## src/rtl/id_ex_queue_if.sv

```systemverilog
// Decode packet type and the id_stage_if bundle between decode and execute.
// Shared by the decode stage, id_ex_queue and the execute stage.
package id_ex_pkg;
  typedef struct packed {
    logic [31:0] inst;
    logic [31:0] pc;
    logic [31:0] lsu_data;
    logic [3:0]  lsu_op;
    logic [31:0] oprand1;
    logic [31:0] oprand2;
    logic [7:0]  ex_op;
    logic        csr_wen;
    logic [11:0] csr_waddr;
    logic [31:0] csr_wdata;
    logic [3:0]  except_type;
    logic [31:0] except_pc;
    logic [4:0]  rw_addr;
    logic        rw_en;
  } id_ex_t;
endpackage

interface id_stage_if;
  import id_ex_pkg::*;
  id_ex_t pkt;
  modport i (input pkt);
  modport o (output pkt);
endinterface

```

## src/rtl/id_ex_queue.sv

```systemverilog
// id_ex_queue: decode-to-execute packet FIFO with flush and bubble output.
// Define ID_EX_QUEUE_BYPASS_EN for a same-cycle path when the queue is empty.
module id_ex_queue
  import id_ex_pkg::*;
#(
  parameter int DEPTH = 2,
  parameter int CNT_W = $clog2(DEPTH+1)
) (
  input  logic             clk,
  input  logic             rst,
  input  logic             flush,
  id_stage_if.i            id_in,
  input  logic             in_valid,
  output logic             in_ready,
  id_stage_if.o            ex_out,
  output logic             out_valid,
  input  logic             out_ready,
  output logic [CNT_W-1:0] count
);
  localparam int PW = $clog2(DEPTH);

  id_ex_t           mem_q [DEPTH];
  logic [PW-1:0]    rd_q, rd_d;
  logic [PW-1:0]    wr_q, wr_d;
  logic [CNT_W-1:0] cnt_q, cnt_d;
  logic             empty;
  logic             byp;
  logic             thru;
  logic             push;
  logic             pop;

  assign empty    = cnt_q == '0;
  assign in_ready = (cnt_q != CNT_W'(DEPTH)) && !rst;

`ifdef ID_EX_QUEUE_BYPASS_EN
  assign byp = empty && in_valid && !flush && !rst;
`else
  assign byp = 1'b0;
`endif

  // A bypassed packet consumed immediately never touches storage.
  assign thru      = byp && out_ready;
  assign out_valid = !rst && (!empty || byp);
  assign push      = in_valid && in_ready && !flush && !thru;
  assign pop       = out_valid && out_ready && !flush && !thru;

  assign ex_out.pkt = (!rst && !empty) ? mem_q[rd_q] :
                      byp              ? id_in.pkt   : '0;
  assign count      = cnt_q;

  always_comb begin
    rd_d  = rd_q;
    wr_d  = wr_q;
    cnt_d = cnt_q;
    if (push) wr_d = wr_q + PW'(1);
    if (pop)  rd_d = rd_q + PW'(1);
    case ({push, pop})
      2'b10:   cnt_d = cnt_q + CNT_W'(1);
      2'b01:   cnt_d = cnt_q - CNT_W'(1);
      default: cnt_d = cnt_q;
    endcase
  end

  always_ff @(posedge clk) begin
    if (rst || flush) begin
      rd_q  <= '0;
      wr_q  <= '0;
      cnt_q <= '0;
    end else begin
      rd_q  <= rd_d;
      wr_q  <= wr_d;
      cnt_q <= cnt_d;
    end
  end

  always_ff @(posedge clk) begin
    if (push) mem_q[wr_q] <= id_in.pkt;
  end
endmodule
```

## src/flat_wrapper.sv

```systemverilog
// flat-port wrapper written by rule: the top's interface ports become plain ports
module id_ex_queue_flat import id_ex_pkg::*;
#(
  parameter int DEPTH = 2,
  parameter int CNT_W = $clog2(DEPTH+1)
)
  (clk, rst, flush, in_valid, in_ready, out_valid, out_ready, count, id_in_pkt, ex_out_pkt);
  id_stage_if id_in_i ();
  id_stage_if ex_out_i ();
  input  logic clk;
  input  logic rst;
  input  logic flush;
  input  logic in_valid;
  output logic in_ready;
  output logic out_valid;
  input  logic out_ready;
  output logic [CNT_W-1:0] count;
  input wire logic [$bits(id_in_i.pkt)-1:0] id_in_pkt;
  output wire logic [$bits(ex_out_i.pkt)-1:0] ex_out_pkt;
  assign id_in_i.pkt = id_in_pkt;
  assign ex_out_pkt = ex_out_i.pkt;
  id_ex_queue #(.DEPTH(DEPTH), .CNT_W(CNT_W)) u_core (.clk(clk), .rst(rst), .flush(flush), .id_in(id_in_i), .in_valid(in_valid), .in_ready(in_ready), .ex_out(ex_out_i), .out_valid(out_valid), .out_ready(out_ready), .count(count));
endmodule
```

## config.mk

```make
export PLATFORM = sky130hd
export DESIGN_NAME = id_ex_queue_flat
export DESIGN_NICKNAME = d
export VERILOG_FILES = /design/src/rtl/id_ex_queue_if.sv /design/src/rtl/id_ex_queue.sv /design/src/flat_wrapper.sv
export SDC_FILE = /design/constraint.sdc
export NUM_CORES = 1
export LEC_CHECK = 0
export ABC_CLOCK_PERIOD_IN_PS = 24400
export CAP_MARGIN = 5
export CORE_AREA = 2 2 227 229
export DETAILED_ROUTE_END_ITERATION = 8
export DIE_AREA = 0 0 229 231
export GPL_ROUTABILITY_DRIVEN = 1
export HOLD_SLACK_MARGIN = 0.12
export PLACE_DENSITY_LB_ADDON = 0.12
export SLEW_MARGIN = 40
export SYNTH_ARGS = -nofsm -noshare
export SYNTH_HDL_FRONTEND = slang
export SYNTH_SLANG_ARGS = --single-unit
```

## constraint.sdc

```tcl
create_clock -name clk -period 24.4 [get_ports clk]
set_input_delay 3.66 -clock clk [delete_from_list [all_inputs] [get_ports clk]]
set_output_delay 3.66 -clock clk [all_outputs]
set_load 0.01 [all_outputs]
```

# Word-level counts from Yosys, hierarchy flattened
# Memories as Yosys holds them, arrays and structs flattened. A register that Yosys moved wholly into a read port is not among the register bits.
# Cells that the tools add are included.
classes:
  add_sub_neg: 4
  eq_ne: 3
  n_reduce_logical: 12
  muxes: 6
ops:
  columns: ["operator", "n"]
  rows:
  - ["$mux 259", 1]
  - ["$logic_and 1x1->1", 6]
  - ["$mux 1", 4]
  - ["$pmux 2 s2", 1]
  - ["$logic_not 1->1", 3]
  - ["$add 1x1->1 const B", 2]
  - ["$add 2x1->2 const B", 1]
  - ["$eq 2x1->1 const B", 1]
  - ["$eq 2x2->1 const B", 1]
  - ["$logic_not 2->1", 1]
  - ["$ne 2x2->1 const B", 1]
  - ["$reduce_bool 2->1", 1]
  - ["$sub 2x1->2 const B", 1]
  - ["$logic_or 1x1->1", 1]
word_totals:
  ramBits: 518
  memories: 1
  ff_bits: 4
  out_inout_bits: 263
  in_bits: 264
  wordCells: 29
mem_list:
  columns: ["name", "depth", "width", "rd", "rd_clocked_by_memory_dff", "wr", "line_no", "rtl"]
  rows:
  - ["u_core.mem_q", 2, 259, 1, 1, 1, "id_ex_queue.sv:22", "id_ex_t mem_q [DEPTH];"]

# Longest topological paths before layout
# Gate-level depths: netlist of the first run.
depth:
  ltp_word: 7
  ltp_mapped: 7
  depth_no_buf: 6

# Worst setup path after synthesis of the first run
# OpenSTA, ideal clock, no wires.
synth_path:
  kind: "input port to flip-flop"
  startpoint: "input port flush"
  endpoint: "memory u_core.mem_q[0][0] in the netlist's numbering, enable pin"
  required_ps: 23516
  t_arrival_ps: 14604
  stages: 3
  setup_time_ps: 884
  slack_ps: 8912
  n_path_buf: 0
  path_cell_list: "nor2_1 nand3_1 nor2_1"
synth_via:
  elab_chain_cells: 4
synth_rtl:
  columns: ["element", "line_no", "rtl"]
  rows:
  - ["start: declaration", "flat_wrapper.sv:12", "input logic flush;"]
  - ["$logic_not 1->1", "id_ex_queue.sv:44", "assign push = in_valid && in_ready && !flush && !thru;"]
  - ["$logic_and 1x1->1", "id_ex_queue.sv:44", null]
  - ["$mux 1", "id_ex_queue.sv:77", "if (push) mem_q[wr_q] <= id_in.pkt;"]
  - ["$mux 1 (implied by the code)", "id_ex_queue.sv:77", null]
  - ["end: declaration", "id_ex_queue.sv:22", null]
# No other way between the ends.

# Worst setup path after layout of the first run
layout_path:
  startpoint: "input port rst"
  endpoint: "output port ex_out_pkt[140]"
layout_via:
  elab_chain_cells: 3
layout_rtl:
  columns: ["element", "line_no", "rtl"]
  rows:
  - ["start: declaration", "flat_wrapper.sv:11", "input logic rst;"]
  - ["$logic_not 1->1", "id_ex_queue.sv:47", "assign ex_out.pkt = (!rst && !empty) ? mem_q[rd_q] :"]
  - ["$logic_and 1x1->1", "id_ex_queue.sv:47", null]
  - ["$mux 259", "id_ex_queue.sv:47", null]
  - ["end: declaration", "flat_wrapper.sv:19", "output wire logic [$bits(ex_out_i.pkt)-1:0] ex_out_pkt;"]
# No other way between the ends.

==> results of run 1 <==
[final timing paths]
check	startpoint	to	slack [ps]	cells after the start
max	rst	ex_out_pkt[140]	13970	6
min	u_core.rd_q$_SDFFE_PP0P_	flop	510	2
max reg2reg	u_core.count[0]$_SDFFE_PP0P_	u_core.mem_q[0][194]$_DFFE_PP_	21490	5
min reg2reg	u_core.rd_q$_SDFFE_PP0P_	flop	510	2
[cell usage in the layout, fill, tap and decap left out, drive strengths merged, types with 2 or more instances in the layout]
| cell type | n |
|---|---|
| clkdlybuf4s50 | 526 |
| edfxtp | 518 |
| nor2 | 267 |
| mux2i | 259 |
| clkbuf | 70 |
| clkinv | 20 |
| buf | 16 |
| diode | 7 |
| dfxtp | 5 |
| bufinv | 4 |
| inv | 3 |
| o21ai | 2 |
| nand3 | 2 |
| xor2 | 2 |
| a21oi | 2 |
| clkinvlp | 2 |
| or2 | 2 |
[stage by stage]
stage | setup slack (ps) | util | power (mW) | hold WS (ps)
final | 13970 | 0.547 | 1.89 | 506
after global routing | 13740 | 0.547 | 1.95 | 536
after floorplan | 8910 | - | 1.06 | 472
after detailed placement | 13950 | 0.513 | 1.12 | 493
after global placement | 13810 | 0.510 | 1.11 | 488
after CTS | 13950 | 0.546 | 1.91 | 511
[flip-flops by register name (all words and copies together) (netlist names), named ones only]
name / cells
u_core.count: 2
u_core.mem_q: 518
u_core.rd_q: 1
u_core.wr_q: 1
[logic make-up after synthesis]
logic type | Yosys count | share of synthesized area
fa+ha+maj | 1 | 0.000624
mux | 259 | 0.129
compound gates | 5 | 0.00137
xor+xnor | 3 | 0.00131
flops | 523 | 0.781
buf+inv | 61 | 0.0220
simple gates | 274 | 0.0644
[cells in the mapped netlist]
cell | number | share of area
sky130_fd_sc_hd__buf_6 | 23 | 0.013
sky130_fd_sc_hd__xnor2_1 | 1 | 0.00044
sky130_fd_sc_hd__nor2_2 | 99 | 0.031
sky130_fd_sc_hd__nand3_1 | 2 | 0.00050
sky130_fd_sc_hd__clkbuf_1 | 7 | 0.0013
sky130_fd_sc_hd__nor2b_1 | 1 | 0.00031
sky130_fd_sc_hd__buf_2 | 28 | 0.0070
sky130_fd_sc_hd__nor2_1 | 168 | 0.031
sky130_fd_sc_hd__or2_1 | 1 | 0.00031
sky130_fd_sc_hd__inv_1 | 2 | 0.00037
sky130_fd_sc_hd__o21ai_0 | 2 | 0.00050
sky130_fd_sc_hd__mux2i_1 | 259 | 0.13
sky130_fd_sc_hd__edfxtp_1 | 518 | 0.78
sky130_fd_sc_hd__or3_1 | 1 | 0.00031
sky130_fd_sc_hd__buf_4 | 1 | 0.00037
sky130_fd_sc_hd__ha_1 | 1 | 0.00062
sky130_fd_sc_hd__xor2_1 | 2 | 0.00087
sky130_fd_sc_hd__a21oi_1 | 2 | 0.00050
sky130_fd_sc_hd__nand2b_1 | 1 | 0.00031
sky130_fd_sc_hd__dfxtp_1 | 5 | 0.0050
sky130_fd_sc_hd__a21o_1 | 1 | 0.00037
sky130_fd_sc_hd__or2_2 | 1 | 0.00031
[worst max-delay path, cell delays in order]
cell and delay [ps]:
sky130_fd_sc_hd__clkdlybuf4s50_1 520, sky130_fd_sc_hd__or2_4 530, sky130_fd_sc_hd__buf_4 660, sky130_fd_sc_hd__buf_6 600, sky130_fd_sc_hd__nor2_1 120, sky130_fd_sc_hd__clkdlybuf4s50_1 510
[power groups by stage]
stage | Combinational (mW) | Clock [mW] | Sequential (mW)
finish | 0.0868 | 0.791 | 1.01
global route | 0.0932 | 0.845 | 1.01
CTS | 0.0880 | 0.812 | 1.01
detailed placement | 0.0875 | 0 | 1.03
global placement | 0.0848 | 0 | 1.03
floorplan | 0.0237 | 0 | 1.04
[cell type report]
class	count	share of cell area
Timing Repair Buffer	543	0.200
Tap cell	680	0.0307
Inverter	2	0.000271
Antenna cell	7	0.000632
Sequential cell	523	0.565
Clock inverter	27	0.00812
Clock buffer	69	0.0530
Multi-Input combinational cell	542	0.143
[per-layer routing]
layer	global-route usage	share of wire	vias up
met3	0.0708	0.092	70
met2	0.287	0.48	372
li1	-	-	5276
met4	0.0517	0.021	12
met5	0	0.0018	-
met1	0.222	0.41	5437
==> impl_results.md, run 1 <==
* RSZ-0062 raised after global routing: false
* Worst-Skew Late Latency at 590 ps
* Placed cell areas at 0.0260 sq mm
* Power dissipated by switching net loads at 0.366 mW
* Max-slew violation count at 0
* Clock root cell: sky130_fd_sc_hd__clkbuf_16
* Final HPWL DP at 32700 um
* Switching power share of the total at 0.194
* Fillers at 4228
* Combined area of all synthesized cells at 0.0200 sq mm
* Number of warnings issued by yosys at 0
* Die area at 0.0529 sq mm
* Syn Area/Cell at roughly 18 sq um
* Post-CTS repair timing setup buffer count at 0
* Start-to-end type of the worst setup path: primary input to output pin
* Overall routing resource usage at 0.178
* Length of the first detailed-routing pass in iterations at 4
* Wire length of the first global-routing pass at 70500 um
* Total nets after synthesis at around 1400
* Post-route setup TNS at 0 ps
* Number of different library cells in the post-synthesis netlist at 22
* Total of cells resized after clock tree synthesis at 0
* Via count of the first global-routing pass at between 10000 and 15000
* Routed len/inst at approximately 20 um
* Transition at the pin with the smallest max-transition slack at 794 ps
* DRC Markers at 0
* Placeable core region at between 0.05 and 0.06 sq mm
* Number of standard cells after synthesis at 1126
* Congestion Overflow GR at 0
* Leakage power total at 8.49 nW
* Die Width at 229 um
* Crit-path max FO at 70
* Number of CTS-inserted buffers at 54
* Number of violations of the max-capacitance limit at 0
* Clock transition at the register clock pins on the worst setup and hold paths after CTS at 60 ps
* Kind of launch point of the worst setup path: primary input
* Number of hold-slack violations in the final timing report at 0
* Initial antenna violation count at 13
* Top Ports at 527
* CTS Sinks at 523
* Period utilization at 0.427
* Maximum number of pins on one net before global-route repair at a little over 80
* Number of rows in the core area at 83
* Number of DRC markers after the initial detailed-route iteration at 683
* Setup Skew at ~23 ps
* Cell total after placement at 2289
* Crit path time final at 10430 ps
* Vias/cell at 4.67
* Part of the total power dissipated in the clock network at 0.419
* Starting density of the core at 0.396
* Logic pwr share at 0.046
* Multi-input gate area in the final layout at 0.00397 sq mm
* Fraction of final layout cells with drive strength greater than 1 at 0.111
* Worst slew margin relative to its limit at 0.471
* Worst min-delay path category: flop to flop
* IO buf count at 526
* TritonCTS clock tree: done
* Area delta synth->final at 38.4%
* Number of failing setup endpoints in the final timing report at 0
* Final non-filler cell area at 0.0277 sq mm
* Required arrival time at the worst endpoint at between 20000 and 25000 ps
* Crit end category: output pin
* Layout net count at 1931
* Power Internal at ~1.5 mW
* Maximum clock frequency at between 90 and 100 MHz
* Worst EP arrival at 6770 ps
* Deepest level of the CTS H-tree at 2
* Post-route ant nets at 0
* Filler-free cell count of the finished design at 2393
* Number of synthesized register bits at between 500 and 600
* Final weighted congestion in routability-driven placement at 0.811
* Clock Tree Buf Depth at 3
* Die Height at 231 um
* Status: finished clean
* Largest voltage drop on the vdd net at approximately 54 uV
* Reg power frac at 0.535
* Post-synthesis sequential area ratio at 0.781
* Final wirelength at 48800 um
* Vias at between 10000 and 15000
* Power Density at 68.0 mW/mm^2
* Post-cts hold buffer count at 0
* Sequential Area at 0.0157 sq mm
No activity file was read; power rests on OpenSTA's default activity.
==> inputs of run 2 (changes only) <==
- ABC_CLOCK_PERIOD_IN_PS: 24400 -> 10600
- clock period: 24.4 -> 10.6 ns (I/O delays scaled with it)
==> run 2 against run 1 <==
  * Global-route usage rose by 0.094 points
  * Largest power group unchanged
  * Combinational power rose by 130%
  * Design area fell by 0.25%
  * Die area did not move
==> impl_results.md, run 2 (synthesis results as in run 1) <==
* RSZ-0062 raised after global routing: false (unchanged)
* Commonest non-fill, non-tap cells in the layout: sky130_fd_sc_hd__clkdlybuf4s50_1 (526), sky130_fd_sc_hd__edfxtp_1 (518), sky130_fd_sc_hd__mux2i_1 (259), sky130_fd_sc_hd__nor2_1 (166), sky130_fd_sc_hd__nor2_2 (99) (unchanged)
* Starting density of the core at 0.396 (unchanged)
* Number of DRC markers after the initial detailed-route iteration at 635 (was 683)
* Maximum number of pins on one net before global-route repair at 126 (was 82)
* Max-slew violation count at 0 (unchanged)
* CP dominant cell by count: sky130_fd_sc_hd__clkdlybuf4s50_1 (unchanged)
* Routed len/inst at 20.4 um (about the same)
* Post-route setup TNS at 0 ps (unchanged)
* Power Density at 157 mW/mm^2 (was 68.0 mW/mm^2)
* Filler-free cell count of the finished design at 2393 (unchanged)
* Final HPWL DP at 32800 um (was 32700 um)
* Number of violations of the max-capacitance limit at 0 (unchanged)
* Kind of launch point of the worst setup path: primary input (unchanged)
* Period utilization at 0.515
* Wire length of the first global-routing pass at 71300 um (was 70500 um)
* Number of CTS-inserted buffers at 54 (unchanged)
* Status: finished clean (unchanged)
* Via count of the first global-routing pass at 11700 (was 11500)
* Leakage power total at 8.47 nW (was 8.49 nW)
* Vias at 11300 (was 11200)
* Max reg flops at 518 (unchanged)
* Congestion Overflow GR at 0 (unchanged)
* Top Ports at 527 (unchanged)
* IO buf count at 526 (unchanged)
* Required arrival time at the worst endpoint at 9010 ps (was 20740 ps)
* Multi-input gate area in the final layout at 0.00397 sq mm (unchanged)
* Overall routing resource usage at 0.179 (was 0.178)
* Total of cells resized after clock tree synthesis at 0 (unchanged)
* Worst slew margin relative to its limit at 0.459 (was 0.471)
* Deepest level of the CTS H-tree at 2 (unchanged)
* Cell-by-cell trace of the critical path: clkdlybuf4s50_1, or2_4, buf_12, nor2_1, clkdlybuf4s50_1 (was clkdlybuf4s50_1, or2_4, buf_4, buf_6, nor2_1, clkdlybuf4s50_1)
* Die Height at 231 um (unchanged)
* Start-to-end type of the worst setup path: primary input to output pin (unchanged)
* Post-route ant nets at 0 (unchanged)
* Die area at 0.0529 sq mm (unchanged)
* TritonCTS clock tree: done (unchanged)
* DRC Markers at 0 (unchanged)
* Die Width at 229 um (unchanged)
* Placeable core region at 0.0507 sq mm (unchanged)
* Sum of buffers and inverters on the critical path at 3 (was 4)
* Fraction of final layout cells with drive strength greater than 1 at 0.111 (unchanged)
* Largest incremental delay on the critical path at 530 ps (was 660 ps)
* Clock transition at the register clock pins on the worst setup and hold paths after CTS at 60 ps (about the same)
* Final wirelength at 48800 um (about the same)
* Largest register by flop count: u_core.mem_q (unchanged)
* Post-cts hold buffer count at 0 (unchanged)
* Vias/cell at 4.70 (was 4.67)
* Family with the most delay on the worst path: buffers and inverters (unchanged)
* Layout net count at 1929 (was 1931)
* Number of failing setup endpoints in the final timing report at 0 (unchanged)
* Crit-path max FO at 125 (was 70)
* Initial antenna violation count at 15 (was 13)
* Cell with the largest stage delay on the worst path: sky130_fd_sc_hd__buf_12 (was sky130_fd_sc_hd__buf_4)
* Number of hold-slack violations in the final timing report at 0 (unchanged)
* Final weighted congestion in routability-driven placement at 0.788 (was 0.811)
* CTS Sinks at 523 (unchanged)
* Transition at the pin with the smallest max-transition slack at 811 ps (was 794 ps)
* Setup Skew at 13.8 ps (was 22.9 ps)
* Clock Tree Buf Depth at 3 (unchanged)
* Sequential Area at 0.0157 sq mm (unchanged)
* Worst-Skew Late Latency at 580 ps (was 590 ps)
* Worst min-delay path category: flop to flop (unchanged)
* Area delta synth->final at 38.0% (was 38.4%)
* Worst EP arrival at 3870 ps (was 6770 ps)
* Leading cell type in the layout, fill and taps excluded: sky130_fd_sc_hd__clkdlybuf4s50_1 (unchanged)
* Number of rows in the core area at 83 (unchanged)
* Crit end category: output pin (unchanged)
* Clock root cell: sky130_fd_sc_hd__clkbuf_16 (unchanged)
* Post-CTS repair timing setup buffer count at 0 (unchanged)
* Crit path time final at ~5500 ps
* Largest voltage drop on the vdd net at 122 uV (was 54.1 uV)
* Cell total after placement at 2288 (was 2289)
* Maximum clock frequency at 183 MHz
* Fillers at 4222 (was 4228)
* Length of the first detailed-routing pass in iterations at 5 (was 4)
-- run 2: where the power goes --
| part | total (mW) | switching [mW] | internal (mW) |
|---|---|---|---|
| registers | 2.32 | 0.00854 | 2.32 |
| logic | 0.199 | 0.0816 | 0.118 |
| clock network | 1.82 | 0.748 | 1.07 |
| total | 4.34 | 0.838 | 3.50 |
-- run 2: worst paths after layout --
kind,start,endpoint,slack (ps),depth (start not counted)
worst max-delay path,rst,ex_out_pkt[107],5140,5
worst min-delay path,u_core.rd_q$_SDFFE_PP0P_,u_core.rd_q$_SDFFE_PP0P_,510,2
worst max register to register,u_core.count[0]$_SDFFE_PP0P_,u_core.mem_q[1][197]$_DFFE_PP_,7550,5
worst min register to register,u_core.rd_q$_SDFFE_PP0P_,u_core.rd_q$_SDFFE_PP0P_,510,2
-- run 2: final cells by class --
cell class                 instances  share of cell area
antenna                            7            0.000633
clock buffer                      70              0.0533
clock inverter                    28             0.00814
inverter                           2            0.000271
multi-input combinational        542               0.143
sequential                       523               0.566
tap                              680              0.0308
timing repair buffer             541               0.198
-- run 2: worst reg2reg max path, stage by stage, from the launching register on --
cell and delay, ps:
sky130_fd_sc_hd__dfxtp_1 490, sky130_fd_sc_hd__nand2b_1 280, sky130_fd_sc_hd__nand3_1 260, sky130_fd_sc_hd__nor2_4 310, sky130_fd_sc_hd__buf_4 630, sky130_fd_sc_hd__buf_6 650
-- run 2: layer usage --
metal / wire length (um) / share of wire / vias to the layer above / GRT usage
li1: - / - / 5279 / -
met1: 19400 / 0.40 / 5535 / 0.219
met2: 24000 / 0.49 / 359 / 0.295
met3: 4520 / 0.093 / 65 / 0.0699
met4: 800 / 0.016 / 16 / 0.0497
met5: 106 / 0.0022 / - / 0
-- run 2: per-stage QoR --
step / power [mW] / utilization / area [sq um] / setup slack, ps / hold WS (ps)
2_1_floorplan: 2.44 / - / 20000 / -2820 / 472
3_3_place_gp: 2.56 / 0.511 / 25900 / 4650 / 487
3_5_place_dp: 2.57 / 0.512 / 25900 / 4950 / 490
4_1_cts: 4.39 / 0.546 / 27600 / 4950 / 507
5_1_grt: 4.49 / 0.546 / 27700 / 4990 / 562
6_report: 4.34 / 0.546 / 27700 / 5140 / 507
